`config.mk`:
```
export PLATFORM = sky130hd
export DESIGN_NAME = fetch_unit
export DESIGN_NICKNAME = d
export VERILOG_FILES = /design/src/rtl/fetch_unit.sv
export SDC_FILE = /design/constraint.sdc
export NUM_CORES = 1
export LEC_CHECK = 0
export CAP_MARGIN = 20
export CORE_MARGIN = 1.5
export CORE_UTILIZATION = 35
export DETAILED_ROUTE_END_ITERATION = 16
export HOLD_SLACK_MARGIN = 0.05
export PLACE_DENSITY_LB_ADDON = 0.25
export SETUP_SLACK_MARGIN = 0.2
export SLEW_MARGIN = 10
export SYNTH_ARGS = -nofsm -noshare
export SYNTH_HDL_FRONTEND = slang
export SYNTH_SLANG_ARGS = --single-unit
export TNS_END_PERCENT = 30
```
`constraint.sdc`:
```
create_clock -name clk -period 3.15 [get_ports clk]
set_input_delay 0.315 -clock clk [delete_from_list [all_inputs] [get_ports clk]]
set_output_delay 0.315 -clock clk [all_outputs]
set_load 0.02 [all_outputs]
```
`src/rtl/fetch_unit.sv`:
```
// Front-end fetch stage: owns the PC, fills a one-line buffer from the
// I-cache and pushes {order, pc, inst} into the instruction queue.
module fetch_unit #(
    parameter logic [31:0] RESET_PC = 32'haaaaa000,
    parameter int          ORDER_W  = 64,
    parameter int          QWIDTH   = ORDER_W + 64
) (
    input  logic              clk,
    input  logic              rst,
    input  logic              redirect_valid,
    input  logic [31:0]       redirect_pc,
    output logic [31:0]       icache_addr,
    output logic [3:0]        icache_rmask,
    input  logic [31:0]       icache_rdata,
    input  logic [255:0]      icache_line,
    input  logic              icache_resp,
    input  logic              iq_full,
    output logic              iq_enqueue,
    output logic [QWIDTH-1:0] iq_data,
    output logic [31:0]       fetch_pc
);

    typedef enum logic [1:0] {
        ST_FETCH,
        ST_WAIT,
        ST_DRAIN
    } state_e;

    state_e               state_q, state_d;
    logic [31:0]          pc_q, pc_d;
    logic [ORDER_W-1:0]   order_q, order_d;
    logic [26:0]          lb_tag_q, lb_tag_d;
    logic [255:0]         lb_line_q, lb_line_d;
    logic                 lb_valid_q, lb_valid_d;
    logic [31:0]          addr_q, addr_d;
    logic [3:0]           rmask_q, rmask_d;

    logic                 lb_hit;
    logic                 resp_match;
    logic [31:0]          lb_word;
    logic [31:0]          resp_word;
    logic [31:0]          enq_word;
    logic [31:0]          pc_inc;
    logic [ORDER_W-1:0]   order_inc;

    // The word port and the low PC bits of the line tag are never consumed.
    logic                 unused_ok;
    assign unused_ok = ^icache_rdata;

    assign lb_hit     = lb_valid_q && (pc_q[31:5] == lb_tag_q);
    assign resp_match = (addr_q[31:5] == pc_q[31:5]);
    assign lb_word    = lb_line_q[{pc_q[4:2], 5'b0} +: 32];
    assign resp_word  = icache_line[{pc_q[4:2], 5'b0} +: 32];
    assign pc_inc     = pc_q + 32'd4;
    assign order_inc  = order_q + ORDER_W'(1);

    assign icache_addr  = addr_q;
    assign icache_rmask = rmask_q;
    assign fetch_pc     = pc_q;
    assign iq_data      = {order_q, pc_q, enq_word};

    // Next-state, line-buffer fill and enqueue decision; redirect beats enqueue.
    always_comb begin
        state_d    = state_q;
        pc_d       = pc_q;
        order_d    = order_q;
        lb_tag_d   = lb_tag_q;
        lb_line_d  = lb_line_q;
        lb_valid_d = lb_valid_q;
        addr_d     = addr_q;
        rmask_d    = rmask_q;
        iq_enqueue = 1'b0;
        enq_word   = lb_word;

        unique case (state_q)
            ST_FETCH: begin
                if (redirect_valid) begin
                    pc_d = redirect_pc;
                end else if (lb_hit) begin
                    if (!iq_full) begin
                        iq_enqueue = 1'b1;
                        pc_d       = pc_inc;
                        order_d    = order_inc;
                    end
                end else begin
                    addr_d  = {pc_q[31:5], 5'b0};
                    rmask_d = 4'hf;
                    state_d = ST_WAIT;
                end
            end
            ST_WAIT: begin
                enq_word = resp_word;
                if (icache_resp) begin
                    lb_tag_d   = addr_q[31:5];
                    lb_line_d  = icache_line;
                    lb_valid_d = 1'b1;
                    rmask_d    = 4'h0;
                    state_d    = ST_FETCH;
                    if (redirect_valid) begin
                        pc_d = redirect_pc;
                    end else if (!iq_full && resp_match) begin
                        iq_enqueue = 1'b1;
                        pc_d       = pc_inc;
                        order_d    = order_inc;
                    end
                end else if (redirect_valid) begin
                    pc_d    = redirect_pc;
                    state_d = ST_DRAIN;
                end
            end
            ST_DRAIN: begin
                if (redirect_valid) begin
                    pc_d = redirect_pc;
                end
                if (icache_resp) begin
                    lb_tag_d   = addr_q[31:5];
                    lb_line_d  = icache_line;
                    lb_valid_d = 1'b1;
                    rmask_d    = 4'h0;
                    state_d    = ST_FETCH;
                end
            end
            default: begin
                state_d = ST_FETCH;
            end
        endcase
    end

    // State registers with synchronous reset.
    always_ff @(posedge clk) begin
        if (rst) begin
            state_q    <= ST_FETCH;
            pc_q       <= RESET_PC;
            order_q    <= '0;
            lb_tag_q   <= '0;
            lb_line_q  <= '0;
            lb_valid_q <= 1'b0;
            addr_q     <= '0;
            rmask_q    <= 4'h0;
        end else begin
            state_q    <= state_d;
            pc_q       <= pc_d;
            order_q    <= order_d;
            lb_tag_q   <= lb_tag_d;
            lb_line_q  <= lb_line_d;
            lb_valid_q <= lb_valid_d;
            addr_q     <= addr_d;
            rmask_q    <= rmask_d;
        end
    end

endmodule

```
==> results of run 1 <==
==> Yosys cell counts (3+ instances only) <==
cell type	number
a21oi_1	379
a41oi_1	3
nor2_1	67
a31o_2	4
a41o_1	6
o21a_1	7
and3_1	12
buf_4	41
xor2_1	29
nand2_1	622
or4_1	18
ha_1	6
inv_1	21
a221o_1	3
nand3_1	35
and2_1	7
a31oi_1	11
and4_1	8
clkbuf_1	167
nand3b_1	3
mux4_2	160
nor2b_1	3
xnor2_1	32
or3_1	41
buf_2	12
nor4_1	12
nand4_1	35
nand4b_1	3
o211ai_1	3
nor3_1	16
dfxtp_1	410
o2111ai_1	4
mux2i_1	28
a311oi_1	5
nand2b_1	4
a22oi_1	3
buf_1	19
o21ai_0	56
a211oi_1	8
o22ai_1	3
o31ai_1	23
==> metrics by stage <==
stage / power, uW / instance area (um2) / setup WS (ns) / setup TNS [ns] / instances
after detailed placement: 9450 / 26600 / -0.0000997 / -0.0000997 / 3490
final: 15300 / 29800 / 0.00511 / 0 / 3636
after CTS: 15400 / 28800 / -0.0716 / -0.515 / 3604
after floorplan: 7880 / 20800 / 0.219 / 0 / 2370
after global placement: 9380 / 26600 / -0.0231 / -0.0668 / 3490
after global routing: 16000 / 29800 / -0.103 / -1.64 / 3632
==> kinds of logic after synthesis <==
logic type,Yosys count,share of synthesized area
adders and majority gates,6,0.00360
and+or+nand+nor,894,0.187
other,1,0.000180
AOI/OAI and AO/OA,543,0.146
xor gates and xnor gates,61,0.0257
DFF,410,0.394
muxes,189,0.187
buffers and inverters,262,0.0560
==> cells in the final DEF, fill, tap and decap left out, types with 7 or more instances in the layout <==
master           Yosys  routed
nor4_1              12       9
dfxtp_1            410     397
mux4_2             160     160
buf_16               0      12
a211oi_1             8       8
clkbuf_8             0       9
clkbuf_1           167      15
nand3_1             35      35
nand2_1            622     621
a21oi_1            379     356
a31oi_1             11      11
o21a_1               7       7
o31ai_1             23       9
xnor2_1             32      23
buf_4               41     101
xor2_1              29      29
clkdlybuf4s50_1      0     449
nand4_1             35      35
dfxtp_2              0       9
o31ai_4              0      12
clkbuf_16            0      57
or4_1               18      10
nor3_1              16      12
or3_1               41      27
or3_4                0      14
buf_12               0      23
buf_6                2      40
mux2i_1             28      28
inv_1               21      20
or4_4                0       8
o21ai_0             56      42
a21oi_2              0      23
xnor2_2              0       9
and3_1              12      12
o21ai_2              0       9
and4_1               8       8
nor2_1              67      65
==> metal layers <==
metal  part of all wire  track usage
met2               0.48        0.389
met4              0.030       0.0734
met3              0.086       0.0609
met5             0.0016            0
met1               0.40        0.293
==> repair_timing <==
action,CTS,global route
pin swaps,9,97
setup endpoints to repair,69,81
buffers inserted,21,18
cloned,7,8
hold buffers,0,0
resized for setup,242,144
==> path summary, 6_finish.rpt <==
kind                                       to  slack (ns)  cells after the start
worst max-delay path              iq_data[13]       0.005                      8
worst min-delay path              order_q[47]        0.24                      2
worst max register to register    order_q[15]        0.11                     15
worst min register to register  lb_line_q[93]        0.45                      2
==> final cells by class <==
cell class / count / area [um2]
Antenna cell: 6 / 15.0
Clock buffer: 73 / 1410
Clock inverter: 13 / 154
Fill cell: 5351 / 29100
Inverter: 21 / 78.8
Multi-Input combinational cell: 1698 / 12200
Sequential cell: 410 / 8230
Tap cell: 773 / 967
Timing Repair Buffer: 642 / 6780
==> state kept, by name, summed over array words and instances (netlist names) <==
signal and count:
lb_line_q 256, lb_tag_q 27, icache_addr 27, fetch_pc 32
state_q 2, lb_valid_q 1, icache_rmask 1, order_q 64
==> power groups by stage <==
stage	registers, uW	clock network [uW]	logic (uW)
after floorplan	5790	0	2080
after global placement	5770	0	3610
after detailed placement	5790	0	3660
after CTS	5680	5760	3910
after global routing	5710	5950	4290
final	5680	5620	4020
==> worst max-delay path: stages, from the launching register on <==
cell,delay (ns)
dfxtp_2,0.32
inv_2,0.07
ha_4,0.18
buf_12,0.15
buf_16,0.16
buf_16,0.14
mux4_2,0.55
mux4_2,0.50
buf_6,0.15
==> results.ini, run 1 <==
[yosys]
synth_cells=2366
synth-edff-count=0
yosys.area.top_type=dfxtp_1
yosys-top-cells-area=dfxtp_1 39%, mux4_2 17%, nand2_1 11%, a21oi_1 9.1%, clkbuf_1 3.0%
synth-main-ff-cell=dfxtp_1
synth-seq-area-share=0.394
yosysUniqueCellTypes=69
ys_ff_latch=410
synth.avg_cell_area_um2=8.80
synth.top_cell.area_share=0.394
syn-cell-area_mm2=0.0208
ys_async_sr_fraction=0
synth.yosys.warnings=0

[clock_network]
clock_latency_ns=0.58
cts.clk_slew.worst_paths_ns=0.06
h-tree-depth=2
cts_buffers=48
cts.sinks=410
cts_tree=built
root_buffer=clkbuf_16
clockBufferDepth=3

[critical_path]
worstReg2RegStart=state_q[1]
end_kind=primary output
start_kind=flip-flop
cp_max_fo=8
worstPathArrival_ns=2.83
crit_type=flip-flop to primary output
required_ns=2.83
crit_path_start=state_q[1]

[pwr]
clkPwrFrac=0.367
swShare=0.292
irDropWorstVdd_mv=0.411
p_int_uw=10800
p_seq_frac=0.371
p_leak_uw=0.0101
pwr-share-comb=0.262
power_density_mw_per_mm2=514
netSwitchingPower_uw=4480

[routing]
routedWlPerCell_um=20.6
drtPass1Iterations=6
drtAntennaViolNets=0
via_per_inst=5.48
drt_iter0_markers=1519
post-route-drc-count=0
route.vias.total=19900
routed_wl_um=74800

[sta]
maxSlewHeadroom=0.344
tightest_slew_ns=0.985
clock.fmax_ghz=0.318
setup_viol=0
report.final.slew_viol_count=0
min_period_ns=3.14
grt_setup_unrepaired=yes
final-hold-violation-count=0
period_share=0.998
hold_slack_ns=0.240
clock_skew_ns=0.0182

[final_layout]
fin_util=0.506
drive_above_1_share=0.194
area_growth_pct=43.1
layout.nets=3152

[global_routing]
antenna_found_initial=16
grt-ovfl-total=0
grt_max_degree=167
grt_pass1_wl_um=111000
grt.total_usage=0.233
grt_pass1_vias=19200

[floorplan]
fp.dieW_um=247
pin_count=522
dieHeight_um=247
die_area_mm2=0.0610
core_mm2=0.0589
start_util=0.354
rows=89

[outcome]
status=completed

[placed_design]
hpwl_um=50600
gp_congestion=0.942
port_buffers=484

[run]
cap_viol_max_count=0

[worst_hold_path]
hold_path.class=input pin to flip-flop
holdCritStartpoint=rst

No activity file was read; power rests on OpenSTA's default activity.
==> run 2: changes to the inputs <==
--- a/config.mk
+++ b/config.mk
@@ -6,6 +6,8 @@
 export NUM_CORES = 1
 export LEC_CHECK = 0
 export CAP_MARGIN = 20
+export CELL_PAD_IN_SITES_DETAIL_PLACEMENT = 1
+export CELL_PAD_IN_SITES_GLOBAL_PLACEMENT = 1
 export CORE_MARGIN = 1.5
 export CORE_UTILIZATION = 35
 export DETAILED_ROUTE_END_ITERATION = 16
==> results.ini, run 2 (synthesis gave the netlist of run 1 again) <==
[outcome]
status=completed

[final_layout]
largest_reg_flops=256  ; unchanged
largest_register=lb_line_q
multi_input_area_mm2=0.0118  ; -3.4%
layout.nets=3128  ; -0.76%
layout_commonest_cell=nand2_1
area_growth_pct=39.7
most-common-layout-cells=620 x nand2_1, 449 x clkdlybuf4s50_1, 396 x dfxtp_1
register_area_mm2=0.00824  ; about the same
fin_util=0.494  ; -0.0121
final_cells=3621  ; -0.41%
n_fill_cell=6644  ; +24%
drive_above_1_share=0.171  ; -0.0230

[clock_network]
root_buffer=clkbuf_16
clockBufferDepth=3  ; unchanged
cts_buffers=50  ; +4.2%
h-tree-depth=2  ; unchanged
cts.clk_slew.worst_paths_ns=0.06  ; about the same
clock_latency_ns=0.59  ; about the same
cts.sinks=410  ; unchanged
holdBufCountCts=0  ; unchanged
cts_tree=built

[global_routing]
grt.total_usage=0.256  ; +0.0225
grt_max_degree=174  ; +4.2%
grt_pass1_wl_um=121000  ; +9.3%
antenna_found_initial=25  ; +9
grt-ovfl-total=0  ; unchanged
grt_pass1_vias=20900  ; +8.5%

[critical_path]
start_kind=flip-flop
crit_slowest_cell=mux4_2
crit_chain=inv_2 -> ha_4 -> buf_12 -> buf_16 -> buf_12 -> mux4_2 -> mux4_2 -> buf_6
r2r-end=order_q[19]
cp_top_family=multiplexers
critPathMaxStageDelay_ns=0.57  ; +0.02 ns
end_kind=primary output
critPathBufInv=5  ; unchanged
worstReg2RegStart=fetch_pc[23]
r2r_slack_ns=0.19  ; +0.08 ns
required_ns=2.83  ; about the same
ff2ff_path_depth=11  ; -4
cp_max_fo=6  ; -2
worstPathArrival_ns=2.82  ; about the same
crit_type=flip-flop to primary output

[sta]
grt_setup_unrepaired=yes
clock_skew_ns=0.0208  ; +0.00257 ns
setup_viol=0  ; unchanged
clock.fmax_ghz=0.319  ; +0.35%
report.final.slew_viol_count=0  ; unchanged
final-hold-violation-count=0  ; unchanged
min_period_ns=3.13  ; -0.0109 ns
period_share=0.995  ; -0.00347
tightest_slew_ns=1.02  ; +0.0311 ns
hold_slack_ns=0.215  ; -0.0244 ns
maxSlewHeadroom=0.323  ; -0.0208

[pwr]
p_seq_frac=0.372  ; about the same
p_leak_uw=0.00989  ; -2.5%
power_uw=15300  ; -0.27%
netSwitchingPower_uw=4550  ; +1.6%
irDropWorstVdd_mv=0.465  ; +13%
pwr-share-comb=0.262  ; about the same
power_density_mw_per_mm2=525  ; +2.2%
p_int_uw=10700  ; -1.1%
swShare=0.298  ; +0.00563
clkPwrFrac=0.366  ; about the same

[worst_hold_path]
min_to=order_q[54]
hold_path.class=input pin to flip-flop
whs_path_depth=2  ; unchanged
holdCritStartpoint=rst

[routing]
drtAntennaViolNets=0  ; unchanged
routed_wl_um=80500  ; +7.6%
routedWlPerCell_um=22.2  ; +8.1%
drt_iter0_markers=1078  ; -29%
post-route-drc-count=0  ; unchanged
route.vias.total=20100  ; +0.82%
via_per_inst=5.55  ; +1.2%
drtPass1Iterations=4  ; -2

[floorplan]
core_mm2=0.0589  ; unchanged
start_util=0.354  ; unchanged
dieHeight_um=247  ; unchanged
pin_count=522  ; unchanged
rows=89  ; unchanged
fp.dieW_um=247  ; unchanged
die_area_mm2=0.0610  ; unchanged

[placed_design]
hpwl_um=56400  ; +11%
gp_congestion=0.913  ; -3.1%
port_buffers=484  ; unchanged
place_inst=3493  ; +0.086%

[run]
cap_viol_max_count=0  ; unchanged

[run 2: layout make-up]
cell class,count,share of cell area
timing repair buffer,616,0.222
tap,773,0.0332
inverter,21,0.00271
clock buffer,76,0.0513
multi-input combinational,1698,0.404
sequential,410,0.283
antenna,11,0.000946
clock inverter,16,0.00297
[run 2: worst reg2reg max path, cell delays in order (launching register included)]
cell	delay [ns]
dfxtp_4	0.38
xor2_4	0.20
nor4_2	0.28
buf_4	0.18
nand4_1	0.19
buf_4	0.22
nor4b_4	0.28
buf_6	0.20
o2111ai_4	0.14
buf_12	0.19
or4_4	0.49
a21oi_2	0.13
[run 2: worst max-delay path by stage]
stage / from / cells past startpoint / slack [ns] / end
2_1_floorplan: state_q[1] / 7 / 0.22 / iq_data[0]
3_3_place_gp: iq_full / 7 / 0.06 / iq_enqueue
3_5_place_dp: iq_full / 10 / 0.008 / order_q[40]
4_1_cts: state_q[1] / 8 / -0.03 / iq_data[20]
5_1_grt: state_q[1] / 8 / -0.05 / iq_data[25]
6_report: state_q[1] / 8 / 0.02 / iq_data[25]
[run 2: power groups by stage]
stage | clock, uW | sequential [uW] | combinational, uW
after floorplan | 0 | 5790 | 2080
after global placement | 0 | 5760 | 3650
after detailed placement | 0 | 5790 | 3730
after CTS | 5760 | 5680 | 3940
after global routing | 5950 | 5720 | 4250
final | 5590 | 5690 | 4000
[run 2: layer usage]
layer | part of all wire | global-route usage | vias to the layer above | wire [um]
met2 | 0.49 | 0.437 | 602 | 39800
li1 | - | - | 9271 | -
met3 | 0.074 | 0.0687 | 153 | 5950
met1 | 0.40 | 0.308 | 10000 | 32200
met5 | 0.0027 | 0 | - | 215
met4 | 0.029 | 0.0890 | 30 | 2370
[run 2: repair_timing]
action                     in CTS  in global routing
gates cloned                    7                  1
pin swaps                       6                 28
gates resized for setup       226                 59
setup buffers                  12                  5
setup endpoints to repair      74                 71
[run 2: through the flow]
step	instance area, um2	TNS [ns]	worst slack (ns)
global route	29100	-0.501	-0.0485
finish	29100	0	0.0160
detailed placement	26700	0	0.00781
CTS	28700	-0.0816	-0.0271
floorplan	20800	0	0.219
global placement	26700	0	0.0603
==> run 3: changes to the inputs <==
--- a/config.mk
+++ b/config.mk
@@ -13,6 +13,7 @@
 export DETAILED_ROUTE_END_ITERATION = 16
 export HOLD_SLACK_MARGIN = 0.05
 export PLACE_DENSITY_LB_ADDON = 0.25
+export RECOVER_POWER = 50
 export SETUP_SLACK_MARGIN = 0.2
 export SLEW_MARGIN = 10
 export SYNTH_ARGS = -nofsm -noshare
==> results.ini, run 3 (synthesis gave the netlist of run 1 again) <==
[outcome]
status=completed

[critical_path]
crit_type=flip-flop to primary output
worstReg2RegStart=fetch_pc[23]
ff2ff_path_depth=11  ; unchanged
cp_max_fo=6  ; unchanged
end_kind=primary output
start_kind=flip-flop
worstPathArrival_ns=2.82  ; about the same
crit_path_start=state_q[1]
required_ns=2.83  ; about the same

[clock_network]
root_buffer=clkbuf_16
cts.clk_slew.worst_paths_ns=0.06  ; about the same
holdBufCountCts=0  ; unchanged
cts_tree=built
clockBufferDepth=3  ; unchanged
cts_buffers=50  ; unchanged
cts.sinks=410  ; unchanged
clock_latency_ns=0.59  ; about the same
h-tree-depth=2  ; unchanged

[routing]
route.vias.total=20100  ; +0.15%
met2_length_um=39700  ; -0.24%
dr_wl_met3_um=5790  ; -2.7%
met1Wirelength_um=32300  ; +0.44%
drt_iter0_markers=1092  ; +1.3%
routed.top_layer=met5
routedWlPerCell_um=22.2  ; -0.11%
drtPass1Iterations=5  ; +1
post-route-drc-count=0  ; unchanged
routed_wl_um=80500  ; -0.11%
via_per_inst=5.55  ; +0.15%
drtAntennaViolNets=0  ; unchanged

[sta]
period_share=0.994  ; about the same
final.setup.worst_slack_ns=0.0183  ; +0.00225 ns
min_period_ns=3.13  ; -0.00225 ns
tightest_slew_ns=1.05  ; +0.0357 ns
setup_viol=0  ; unchanged
final-hold-violation-count=0  ; unchanged
report.final.slew_viol_count=0  ; unchanged
clock_skew_ns=0.0197  ; -0.00106 ns
maxSlewHeadroom=0.299  ; -0.0238
grt_setup_unrepaired=yes
clock.fmax_ghz=0.319  ; about the same
setup_tns_ns=0  ; unchanged

[worst_hold_path]
holdCritStartpoint=rst
whs_path_depth=2  ; unchanged
hold_path.class=input pin to flip-flop

[floorplan]
dieHeight_um=247  ; unchanged
start_util=0.354  ; unchanged
rows=89  ; unchanged
pin_count=522  ; unchanged
core_mm2=0.0589  ; unchanged
die_area_mm2=0.0610  ; unchanged
fp.dieW_um=247  ; unchanged

[pwr]
irDropWorstVdd_mv=0.466  ; +0.28%
swShare=0.299  ; +0.000599
pwr-share-comb=0.260  ; -0.002
p_seq_frac=0.373  ; about the same
power_density_mw_per_mm2=524  ; -0.13%
p_leak_uw=0.0102  ; +3.4%
clkPwrFrac=0.367  ; about the same
p_int_uw=10700  ; -0.30%
netSwitchingPower_uw=4550  ; about the same
power_uw=15200  ; -0.21%

[global_routing]
grt_pass1_wl_um=121000  ; unchanged
antenna_found_initial=25  ; unchanged
grt-ovfl-total=0  ; unchanged
grt_max_degree=174  ; unchanged
grt_pass1_vias=20900  ; unchanged
grt.total_usage=0.256  ; unchanged

[final_layout]
most-common-layout-cells=620 x nand2_1, 396 x dfxtp_1, 363 x a21oi_1
area_growth_pct=39.6  ; about the same
layout_commonest_cell=nand2_1
drive_above_1_share=0.170  ; -0.000705
largest_reg_flops=256  ; unchanged
layout.nets=3128  ; unchanged
largest_register=lb_line_q

[placed_design]
pre_cts_ws_ns=0.00781  ; unchanged
hpwl_um=56400  ; unchanged
port_buffers=484  ; unchanged
gp_congestion=0.913  ; unchanged

[run]
cap_viol_max_count=0  ; unchanged

run 3: cell types whose count changed in the layout (fill, tap and decap cells not counted):
cell / previous run / this run
and2_4: 1 / 0
dlygate4sd3_1: 0 / 120
and2_0: 0 / 1
buf_6: 30 / 32
clkdlybuf4s50_1: 449 / 329
ha_2: 1 / 0
ha_1: 4 / 5
buf_12: 24 / 22
run 3: area by class of cell:
cell class              count  area, um2
well taps                 773        967
diodes                     11       27.5
inverters                  21       78.8
flip-flops and latches    410       8240
fillers                  6646      29800
repair buffers            616       6430
clock buffers              76       1490
multi-input cells        1698      11800
clock inverters            16       86.3
run 3: worst max-delay path, stage by stage (launching register included):
cell and delay (ns):
dfxtp_2 0.33, inv_2 0.07, ha_4 0.16, buf_12 0.12
buf_16 0.16, buf_12 0.14, mux4_2 0.57, mux4_2 0.51
buf_6 0.15
run 3: layer usage:
| metal | vias up | global-route usage |
|---|---|---|
| li1 | 9269 | - |
| met1 | 10100 | 0.308 |
| met2 | 600 | 0.437 |
| met3 | 157 | 0.0687 |
| met4 | 30 | 0.0890 |
| met5 | - | 0 |
run 3: worst paths after layout:
path	end	slack (ns)
max	iq_data[25]	0.02
min	order_q[54]	0.22
max reg2reg	order_q[19]	0.19
min reg2reg	lb_line_q[92]	0.45
run 3: power groups by stage:
stage                     clock [uW]  combinational [uW]  sequential (uW)
final                           5600                3960             5690
after floorplan                    0                2080             5790
after detailed placement           0                3730             5790
after global routing            5950                4220             5720
after CTS                       5760                3940             5680
after global placement             0                3650             5760
run 3: timing repair:
action / in CTS / in global routing
cloned: 7 / 1
setup buffers: 12 / 5
pin swaps: 6 / 28
endpoints found under the setup margin: 74 / 71
resized for setup: 226 / 59
run 3: stage by stage:
stage,cell area (um2),cells,hold WS (ns),utilization
detailed placement,26700,3493,0.445,0.453
floorplan,20800,2370,0.433,-
global route,29100,3619,0.226,0.493
global placement,26700,3493,0.438,0.453
CTS,28700,3604,0.169,0.487
finish,29100,3621,0.217,0.493
